$ cat config.mk
export PLATFORM = sky130hd
export DESIGN_NAME = mem_arb_flat
export DESIGN_NICKNAME = d
export VERILOG_FILES = /design/src/rtl/mem_arb_pkg.sv /design/src/rtl/mem_arb_if.sv /design/src/rtl/mem_arb_rr.sv /design/src/rtl/mem_arb.sv /design/src/flat_wrapper.sv
export SDC_FILE = /design/constraint.sdc
export NUM_CORES = 1
export LEC_CHECK = 0
export CELL_PAD_IN_SITES_DETAIL_PLACEMENT = 0
export CELL_PAD_IN_SITES_GLOBAL_PLACEMENT = 1
export CORE_AREA = 2 2 96 98
export CTS_CLUSTER_SIZE = 16
export DETAILED_ROUTE_END_ITERATION = 10
export DIE_AREA = 0 0 98 100
export MAX_ROUTING_LAYER = met4
export PLACE_DENSITY_LB_ADDON = 0.1
export REMOVE_ABC_BUFFERS = 1
export SKIP_CTS_REPAIR_TIMING = 1
export SYNTH_ARGS = -nofsm -noshare
export SYNTH_HDL_FRONTEND = slang
export SYNTH_SLANG_ARGS = --single-unit
$ cat constraint.sdc
create_clock -name arb_clk -period 1.65 [get_ports arb_clk]
set_input_delay 0.165 -clock arb_clk [delete_from_list [all_inputs] [get_ports arb_clk]]
set_output_delay 0.165 -clock arb_clk [all_outputs]
set_load 0.01 [all_outputs]
$ cat src/rtl/mem_arb_pkg.sv
// mem_arb_pkg: shared state encoding and port identifiers for the memc request arbiter.
package mem_arb_pkg;
    localparam logic [3:0] S_IDLE  = 4'b0001;
    localparam logic [3:0] S_ISSUE = 4'b0010;
    localparam logic [3:0] S_WAIT  = 4'b0100;
    localparam logic [3:0] S_DONE  = 4'b1000;
    typedef enum logic [3:0] {
        IDLE  = S_IDLE,
        ISSUE = S_ISSUE,
        WAIT  = S_WAIT,
        DONE  = S_DONE
    } state_t;
    localparam logic CPU = 1'b0;
    localparam logic DBG = 1'b1;
endpackage

$ cat src/rtl/mem_arb_if.sv
// mem_arb_if: requester (cpu/dbg) and memc signal bundle; slave is the arbiter side.
interface mem_arb_if #(
    parameter int DATA_WIDTH = 8,
    parameter int ADDR_WIDTH = 16
);
    logic                  cpu_req;
    logic                  cpu_we;
    logic [ADDR_WIDTH-1:0] cpu_addr;
    logic [DATA_WIDTH-1:0] cpu_wr_data;
    logic                  cpu_ack;
    logic [DATA_WIDTH-1:0] cpu_rd_data;
    logic                  dbg_req;
    logic                  dbg_we;
    logic [ADDR_WIDTH-1:0] dbg_addr;
    logic [DATA_WIDTH-1:0] dbg_wr_data;
    logic                  dbg_ack;
    logic [DATA_WIDTH-1:0] dbg_rd_data;
    logic                  memc_busy;
    logic                  memc_rd_enable;
    logic                  memc_wr_enable;
    logic [ADDR_WIDTH-1:0] memc_addr;
    logic [DATA_WIDTH-1:0] memc_wr_data;
    logic [DATA_WIDTH-1:0] memc_rd_data;
    modport slave (
        input  cpu_req, cpu_we, cpu_addr, cpu_wr_data,
        output cpu_ack, cpu_rd_data,
        input  dbg_req, dbg_we, dbg_addr, dbg_wr_data,
        output dbg_ack, dbg_rd_data,
        input  memc_busy, memc_rd_data,
        output memc_rd_enable, memc_wr_enable, memc_addr, memc_wr_data
    );
    modport master (
        output cpu_req, cpu_we, cpu_addr, cpu_wr_data,
        input  cpu_ack, cpu_rd_data,
        output dbg_req, dbg_we, dbg_addr, dbg_wr_data,
        input  dbg_ack, dbg_rd_data,
        output memc_busy, memc_rd_data,
        input  memc_rd_enable, memc_wr_enable, memc_addr, memc_wr_data
    );
endinterface

$ cat src/rtl/mem_arb_rr.sv
// mem_arb_rr: 2-way round-robin picker; on a tie the port that did not win last time goes.
module mem_arb_rr (
    input  logic [1:0] req,
    input  logic       last_grant,
    output logic       grant
);
    assign grant = (req[0] && req[1]) ? ~last_grant : req[1];
endmodule

$ cat src/rtl/mem_arb.sv
// mem_arb: serialises single-beat cpu/dbg requests onto memc strobes and returns data + ack.
// Every output is a register so memc and the requesters see glitch-free strobes.
module mem_arb
    import mem_arb_pkg::*;
#(
    parameter int DATA_WIDTH    = 8,
    parameter int ADDR_WIDTH    = 16,
    parameter int STROBE_CYCLES = 2,
    parameter int RD_LATENCY    = 3
) (
    input  logic       arb_clk,
    input  logic       arb_reset,
    mem_arb_if.slave   bus
);
    localparam int MAX_CYC = (STROBE_CYCLES > RD_LATENCY) ? STROBE_CYCLES : RD_LATENCY;
    localparam int CW      = $clog2(MAX_CYC) + 1;
    localparam logic [CW-1:0] STROBE_LD = CW'(STROBE_CYCLES - 1);
    localparam logic [CW-1:0] RD_LD     = CW'(RD_LATENCY - 1);

    if (STROBE_CYCLES < 1 || RD_LATENCY < 1) begin : g_param_err
        $error("mem_arb: STROBE_CYCLES and RD_LATENCY must both be >= 1");
    end

    state_t                state, state_n;
    logic [CW-1:0]         cnt, cnt_n;
    logic                  grant, grant_n, last_grant, last_n, pick;
    logic                  we, we_n, rd_en, rd_en_n, wr_en, wr_en_n;
    logic                  cpu_ack, cpu_ack_n, dbg_ack, dbg_ack_n;
    logic [ADDR_WIDTH-1:0] addr, addr_n;
    logic [DATA_WIDTH-1:0] wdata, wdata_n, cpu_rd, cpu_rd_n, dbg_rd, dbg_rd_n;

    mem_arb_rr u_rr (
        .req        ({bus.dbg_req, bus.cpu_req}),
        .last_grant (last_grant),
        .grant      (pick)
    );

    always_ff @(posedge arb_clk or posedge arb_reset) begin
        if (arb_reset) begin
            state      <= IDLE;
            cnt        <= '0;
            grant      <= CPU;
            last_grant <= DBG;
            we         <= 1'b0;
            rd_en      <= 1'b0;
            wr_en      <= 1'b0;
            cpu_ack    <= 1'b0;
            dbg_ack    <= 1'b0;
            addr       <= '0;
            wdata      <= '0;
            cpu_rd     <= '0;
            dbg_rd     <= '0;
        end else begin
            state      <= state_n;
            cnt        <= cnt_n;
            grant      <= grant_n;
            last_grant <= last_n;
            we         <= we_n;
            rd_en      <= rd_en_n;
            wr_en      <= wr_en_n;
            cpu_ack    <= cpu_ack_n;
            dbg_ack    <= dbg_ack_n;
            addr       <= addr_n;
            wdata      <= wdata_n;
            cpu_rd     <= cpu_rd_n;
            dbg_rd     <= dbg_rd_n;
        end
    end

    always_comb begin
        state_n   = state;
        cnt_n     = cnt;
        grant_n   = grant;
        last_n    = last_grant;
        we_n      = we;
        rd_en_n   = rd_en;
        wr_en_n   = wr_en;
        cpu_ack_n = 1'b0;
        dbg_ack_n = 1'b0;
        addr_n    = addr;
        wdata_n   = wdata;
        cpu_rd_n  = cpu_rd;
        dbg_rd_n  = dbg_rd;
        case (state)
            IDLE: if (!bus.memc_busy && (bus.cpu_req || bus.dbg_req)) begin
                grant_n = pick;
                we_n    = pick ? bus.dbg_we : bus.cpu_we;
                addr_n  = pick ? bus.dbg_addr : bus.cpu_addr;
                wdata_n = pick ? bus.dbg_wr_data : bus.cpu_wr_data;
                rd_en_n = !we_n;
                wr_en_n = we_n;
                cnt_n   = STROBE_LD;
                state_n = ISSUE;
            end
            ISSUE: if (cnt == '0) begin
                rd_en_n = 1'b0;
                wr_en_n = 1'b0;
                // writes finish with the strobe; reads wait out the memc latency
                if (we) begin
                    cpu_ack_n = (grant == CPU);
                    dbg_ack_n = (grant == DBG);
                    state_n   = DONE;
                end else begin
                    cnt_n   = RD_LD;
                    state_n = WAIT;
                end
            end else begin
                cnt_n = cnt - 1'b1;
            end
            WAIT: if (cnt == '0) begin
                cpu_rd_n  = (grant == CPU) ? bus.memc_rd_data : cpu_rd;
                dbg_rd_n  = (grant == DBG) ? bus.memc_rd_data : dbg_rd;
                cpu_ack_n = (grant == CPU);
                dbg_ack_n = (grant == DBG);
                state_n   = DONE;
            end else begin
                cnt_n = cnt - 1'b1;
            end
            DONE: begin
                last_n  = grant;
                state_n = IDLE;
            end
            default: state_n = IDLE;
        endcase
    end

    assign bus.cpu_ack        = cpu_ack;
    assign bus.dbg_ack        = dbg_ack;
    assign bus.cpu_rd_data    = cpu_rd;
    assign bus.dbg_rd_data    = dbg_rd;
    assign bus.memc_rd_enable = rd_en;
    assign bus.memc_wr_enable = wr_en;
    assign bus.memc_addr      = addr;
    assign bus.memc_wr_data   = wdata;
endmodule

$ cat src/flat_wrapper.sv
// flat-port wrapper written by rule: the top's interface ports become plain ports
module mem_arb_flat import mem_arb_pkg::*;
#(
    parameter int DATA_WIDTH    = 8,
    parameter int ADDR_WIDTH    = 16,
    parameter int STROBE_CYCLES = 2,
    parameter int RD_LATENCY    = 3
)
  (arb_clk, arb_reset, bus_cpu_req, bus_cpu_we, bus_cpu_addr, bus_cpu_wr_data, bus_cpu_ack, bus_cpu_rd_data, bus_dbg_req, bus_dbg_we, bus_dbg_addr, bus_dbg_wr_data, bus_dbg_ack, bus_dbg_rd_data, bus_memc_busy, bus_memc_rd_data, bus_memc_rd_enable, bus_memc_wr_enable, bus_memc_addr, bus_memc_wr_data);
  mem_arb_if #(.DATA_WIDTH(DATA_WIDTH), .ADDR_WIDTH(ADDR_WIDTH)) bus_i ();
  input  logic arb_clk;
  input  logic arb_reset;
  input wire logic [$bits(bus_i.cpu_req)-1:0] bus_cpu_req;
  input wire logic [$bits(bus_i.cpu_we)-1:0] bus_cpu_we;
  input wire logic [$bits(bus_i.cpu_addr)-1:0] bus_cpu_addr;
  input wire logic [$bits(bus_i.cpu_wr_data)-1:0] bus_cpu_wr_data;
  output wire logic [$bits(bus_i.cpu_ack)-1:0] bus_cpu_ack;
  output wire logic [$bits(bus_i.cpu_rd_data)-1:0] bus_cpu_rd_data;
  input wire logic [$bits(bus_i.dbg_req)-1:0] bus_dbg_req;
  input wire logic [$bits(bus_i.dbg_we)-1:0] bus_dbg_we;
  input wire logic [$bits(bus_i.dbg_addr)-1:0] bus_dbg_addr;
  input wire logic [$bits(bus_i.dbg_wr_data)-1:0] bus_dbg_wr_data;
  output wire logic [$bits(bus_i.dbg_ack)-1:0] bus_dbg_ack;
  output wire logic [$bits(bus_i.dbg_rd_data)-1:0] bus_dbg_rd_data;
  input wire logic [$bits(bus_i.memc_busy)-1:0] bus_memc_busy;
  input wire logic [$bits(bus_i.memc_rd_data)-1:0] bus_memc_rd_data;
  output wire logic [$bits(bus_i.memc_rd_enable)-1:0] bus_memc_rd_enable;
  output wire logic [$bits(bus_i.memc_wr_enable)-1:0] bus_memc_wr_enable;
  output wire logic [$bits(bus_i.memc_addr)-1:0] bus_memc_addr;
  output wire logic [$bits(bus_i.memc_wr_data)-1:0] bus_memc_wr_data;
  assign bus_i.cpu_req = bus_cpu_req;
  assign bus_i.cpu_we = bus_cpu_we;
  assign bus_i.cpu_addr = bus_cpu_addr;
  assign bus_i.cpu_wr_data = bus_cpu_wr_data;
  assign bus_cpu_ack = bus_i.cpu_ack;
  assign bus_cpu_rd_data = bus_i.cpu_rd_data;
  assign bus_i.dbg_req = bus_dbg_req;
  assign bus_i.dbg_we = bus_dbg_we;
  assign bus_i.dbg_addr = bus_dbg_addr;
  assign bus_i.dbg_wr_data = bus_dbg_wr_data;
  assign bus_dbg_ack = bus_i.dbg_ack;
  assign bus_dbg_rd_data = bus_i.dbg_rd_data;
  assign bus_i.memc_busy = bus_memc_busy;
  assign bus_i.memc_rd_data = bus_memc_rd_data;
  assign bus_memc_rd_enable = bus_i.memc_rd_enable;
  assign bus_memc_wr_enable = bus_i.memc_wr_enable;
  assign bus_memc_addr = bus_i.memc_addr;
  assign bus_memc_wr_data = bus_i.memc_wr_data;
  mem_arb #(.DATA_WIDTH(DATA_WIDTH), .ADDR_WIDTH(ADDR_WIDTH), .STROBE_CYCLES(STROBE_CYCLES), .RD_LATENCY(RD_LATENCY)) u_core (.arb_clk(arb_clk), .arb_reset(arb_reset), .bus(bus_i));
endmodule
**Yosys cells after proc, flatten, opt, wreduce, memory -nomap -nowiden**

Index checks and enable logic that the tools add are counted.

- Bits in registers: 54
- Output and inout port bits: 44

- $add $sub $neg: 1
- Equal/unequal tests: 9
- Mux-type cells: 27
- Bitwise gates (word level): 2
- Reductions and logical operators: 14

Operators with widths:

| operator | number |
|---|---|
| 16-bit two-way mux | 1 |
| 4-bit two-way mux | 4 |
| 3-bit two-way mux | 4 |
| 4-bit one-hot mux with 3 select lines | 1 |
| 3-bit AND reduction | 4 |
| 1-bit two-way mux | 11 |
| 3-bit one-hot mux with 3 select lines | 1 |
| 8-bit two-way mux | 1 |
| 1-bit one-hot mux with 2 select lines | 4 |
| 2-bit by 1-bit inequality test with 1-bit output (second input constant) | 3 |
| 4-bit by 1-bit equality test with 1-bit output (second input constant) | 1 |
| 4-bit by 2-bit equality test with 1-bit output (second input constant) | 1 |
| 4-bit by 3-bit equality test with 1-bit output (second input constant) | 1 |
| 4-bit equality test (second input constant) | 1 |
| 4-bit AND reduction | 1 |
| 3-bit logical NOT | 1 |
| 3-bit inequality test (second input constant) | 1 |
| 3-bit nonzero test | 1 |
| 3-bit by 1-bit subtractor with 3-bit output (second input constant) | 1 |
| 1-bit logical AND | 2 |
| 1-bit logical NOT | 2 |
| 2-bit inequality test (second input constant) | 1 |
| 1-bit NOT | 2 |
| 2-bit AND reduction | 1 |
| 2 further kinds | 2 |

**Depth between registers and ports, before layout**

- Depth after elaboration: 6
- Gate-level depth with buffers: 7

**Cells and area by module**

A second synthesis with hierarchy kept.

- Cell total of the unflattened synthesis: 200
- Area total of the unflattened synthesis: 2366.0 um^2

Modules (own cells, without submodules):

| module | times used | cells an instance | area an instance (um^2) | sequential area each (um^2) |
|---|---|---|---|---|
| mem_arb | 1 | 199 | 2354.8 | 1353.8 |
| mem_arb_rr | 1 | 1 | 11.3 | 0.0 |

**Least setup slack after synthesis**

OpenSTA, ideal clock, no wires.

- Path type: reg-to-reg
- From: register u_core.cnt[0]
- To: register u_core.cpu_rd[0] (netlist: u_core.bus.cpu_rd_data[0])
- Library setup time: 0.125 ns
- Data arrival time: 1.640 ns
- Required time: 1.525 ns
- Slack: -0.114 ns
- Cell stages (with the launch flop): 7
- Path buffers: 1
- Path through: dfrtp_1 > inv_1 > ha_1 > nand2b_1 > clkbuf_1 > nor4_4 > mux2_2

- Cells in the longest elaborated chain, start to end: 2

Ends and longest elaborated chain:

| item | line | text |
|---|---|---|
| start: declaration | mem_arb.sv:25 | `logic [CW-1:0] cnt, cnt_n;` |
| start signal: assignment | mem_arb.sv:55 | `cnt <= cnt_n;` |
| 3-bit logical NOT | mem_arb.sv:110 | `WAIT: if (cnt == '0) begin` |
| 3-bit AND reduction (no source line) | - |  |
| end signal: assignment | mem_arb.sv:65 | `cpu_rd <= cpu_rd_n;` |
| end: declaration | mem_arb.sv:30 | `logic [DATA_WIDTH-1:0] wdata, wdata_n, cpu_rd, cpu_rd_n, dbg_rd, dbg_rd_n;` |

Every way passes these cells.
A chain may end at the register's enable or synchronous reset.

**Worst setup path in the final report**

- From: register u_core.state[0]
- To: register u_core.cpu_rd[2] (netlist: u_core.bus.cpu_rd_data[2])

- Cells in the longest elaborated chain, start to end: 2

Ends and longest elaborated chain:

| item | line | text |
|---|---|---|
| start: declaration | mem_arb.sv:24 | `state_t state, state_n;` |
| start signal: assignment | mem_arb.sv:54 | `state <= state_n;` |
| 4-bit by 3-bit equality test with 1-bit output | mem_arb.sv:84 | `case (state)` |
| 3-bit AND reduction (no source line) | - |  |

Every way passes these cells.

==> out/qor.txt <==
Root buf cell -> clkbuf_8
Largest net degree at the start of global routing -> 55
Reg clk slew, reported paths -> 100 ps
Crit Path Category -> reg -> reg
H-Tree Level Count -> 2
HP Class -> in -> async
Met1 wire length -> 2746 µm
Tot GR Track Use -> 13.23%
Clock tree buffer depth -> 2
Antenna-violating nets left -> 0
Sequential cell area -> 0.001354 mm²
Compound-cell area share of the yosys netlist -> 9.890%
Starting Density -> 26.90%
Biggest area consumer among synthesized cells -> dfrtp_1
First-pass GRT wire length -> 10,130 µm
FILL cells -> 845
CP Launch Type -> flop
Crit path largest cell delay -> 400 ps
Slowest cell on crit path -> dfstp_2
Post-synth top area share -> 54.42%
DR iter-0 viols -> 56
CP arrival -> 1770 ps
Crit path capture type -> flop
Ys async rst share -> 100.0%
Syn. warnings -> 0
Synth Area in XOR/XNOR -> 0.3663%
Initial antenna violation count -> 0
Most frequent cell after synthesis -> dfrtp_1
Max_cap viols -> 0
Power per cell area -> 1318 mW/mm²
Layout cell share with drive strength beyond 1 -> 19.15%
Die height -> 100 µm
WL met3 -> 258 µm
Synth Flop Type -> dfrtp_1
Max Transition Viols Final -> 0
EDFF count, synth -> 0
WL per Instance -> 13.73 µm
RSZ-0062 raised after global routing -> true
DP Cell Count -> 431
Num CTS Buffers -> 5
Yosys reg bits -> 54
Worst setup margin -> 77.58 ps
Layout area overhead -> 67.24%
Number of global-route vias before repair -> 2,037
Diodes inserted -> 0
Final Net Count -> 393
Sequential area share after synthesis -> 56.62%
Synth top area cells -> dfrtp_1 54%, mux2i_1 11%, mux2_2 8.5%, a21oi_1 5.9%, nor2_1 4.9%
Post-Syn Area -> 0.002391 mm²
Final Power -> 5.272 mW
DRC -> 0
Final hold violation count -> 0
Crit path cell chain -> or2_4 -> nor4_4 -> buf_4 -> mux2_2
Post-Route WL -> 6043 µm
Core area -> 0.008890 mm²
Full die area -> 0.009800 mm²
Final worst path period share -> 95.30%
Later-pin clock latency in the skew report -> 310 ps
Area of the multi-input gates -> 0.001027 mm²
Post-route non-filler standard cell count -> 440
VDD IR max -> 0.4533 mV
Actual slew at the worst max-slew pin -> 327.4 ps
Total grt overflow -> 0
Top cells by count, synth -> 52 x dfrtp_1, 31 x nor2_1, 28 x a21oi_1, 26 x mux2i_1, 18 x mux2_2
DR vias/cell -> 4.359
Largest family of logic cells by synthesized area -> multiplexers
Finish-stage setup viols -> 0
Met2 wire len -> 3009 µm
Final setup skew -> 11.05 ps
Mux contribution to synthesized area -> 19.36%
DP Wirelength -> 4533 µm
Hold slack -> 213.6 ps
Max_slew headroom -> 77.87%
Count of cell types in the netlist -> 33
Pre-antenna DRT Iters -> 4
Setup TNS -> 0 ps
Crit path max fanout -> 5
Adder-Cell Fraction of Synth Area -> 1.047%
Vias -> 1,918
Simple-gate area share of the yosys netlist -> 9.681%
GPL Wtd Cong -> 0.7697
DP Worst Slack -> -12.85 ps
F_max -> 636.0 MHz
Die Wd -> 98 µm
Lkg Pwr -> 1.718 nW
Top Layer Used -> met4
Port bufs -> 106
Crit path time final -> 1572 ps
Worst EP required -> 1850 ps
Syn_area_per_cell -> 11.78 µm²
CTS tree -> built
Core Rows -> 35
Status -> complete, no violations
IO Pins -> 107
CTS sink count -> 54
Mapped Cells -> 203
-- layout make-up --
type | count | area share, %
Sequential cell | 54 | 33.85
Timing Repair Buffer | 129 | 33.04
Tap cell | 111 | 3.473
Inverter | 4 | 0.3755
Clock buffer | 6 | 2.065
Multi-Input combinational cell | 134 | 25.69
Clock inverter | 2 | 1.502
-- cell usage in the layout (no fill, tap or decap), types with 6 or more instances in the layout --
master           instances
mux2i_1                 26
clkbuf_8                 6
nor2_1                  31
clkdlybuf4s50_1        106
mux2_2                  18
dfrtp_1                 52
buf_4                   16
a21oi_1                 28
buf_12                   7
-- report_power, final --
group | total, mW | leakage (nW) | switching (mW) | internal (mW)
clock network | 1.09 | 0.0714 | 0.445 | 0.647
registers | 1.96 | 0.639 | 0.233 | 1.73
logic | 2.22 | 1.01 | 0.948 | 1.27
total | 5.27 | 1.72 | 1.63 | 3.65
-- worst max-delay path, delay by kind of cell, from the launching register on --
family | cells | cell delay (ps)
multiplexers | 1 | 330
flip-flops | 1 | 400
AND/OR/NAND/NOR | 2 | 560
buffers and inverters | 1 | 190
-- cells by family (layout without fill, tap and decap cells) --
group,Yosys count,after routing
compound gates,39,39
xor+xnor,1,1
fa+ha+maj,2,2
buf+inv,15,141
flops,54,54
mux,44,44
simple gates,48,48
-- registers in the layout, summed over array words and instances (netlist names) --
signal	cells
u_core.bus.dbg_rd_data	8
u_core.last_grant	1
u_core.grant	1
u_core.cnt	3
u_core.state	4
u_core.bus.cpu_ack	1
u_core.bus.memc_wr_enable	1
u_core.bus.memc_rd_enable	1
u_core.bus.memc_addr	16
u_core.bus.dbg_ack	1
u_core.bus.cpu_rd_data	8
u_core.we	1
u_core.bus.memc_wr_data	8
-- stage by stage --
step | utilization (%) | cell area, µm²
after global placement | 42.72 | 3797
after global routing | 44.98 | 3999
after CTS | 44.32 | 3940
after detailed placement | 42.72 | 3797
after floorplan | - | 2333
final | 44.98 | 3999
-- metal layers --
layer	global-route usage, %	vias to the layer above
met3	2.786	5
met2	21.50	50
li1	-	958
met5	-	-
met1	17.06	905
met4	3.205	0
-- final timing paths --
check                                               start                          to  slack, ps  depth (start not counted)
worst min register to register  u_core.bus.memc_wr_enable   u_core.bus.memc_wr_enable        500                          1
min in group arb_clk                   bus_cpu_wr_data[3]  u_core.bus.memc_wr_data[3]        480                          3
max in group asynchronous                       arb_reset             u_core.state[0]       1130                          3
worst max register to register            u_core.state[0]   u_core.bus.cpu_rd_data[2]         80                          4
worst max-delay path                      u_core.state[0]   u_core.bus.cpu_rd_data[2]         80                          4
worst min-delay path                            arb_reset    u_core.bus.memc_addr[10]        210                          3
Note: power is estimated with default switching activity, not from simulation.
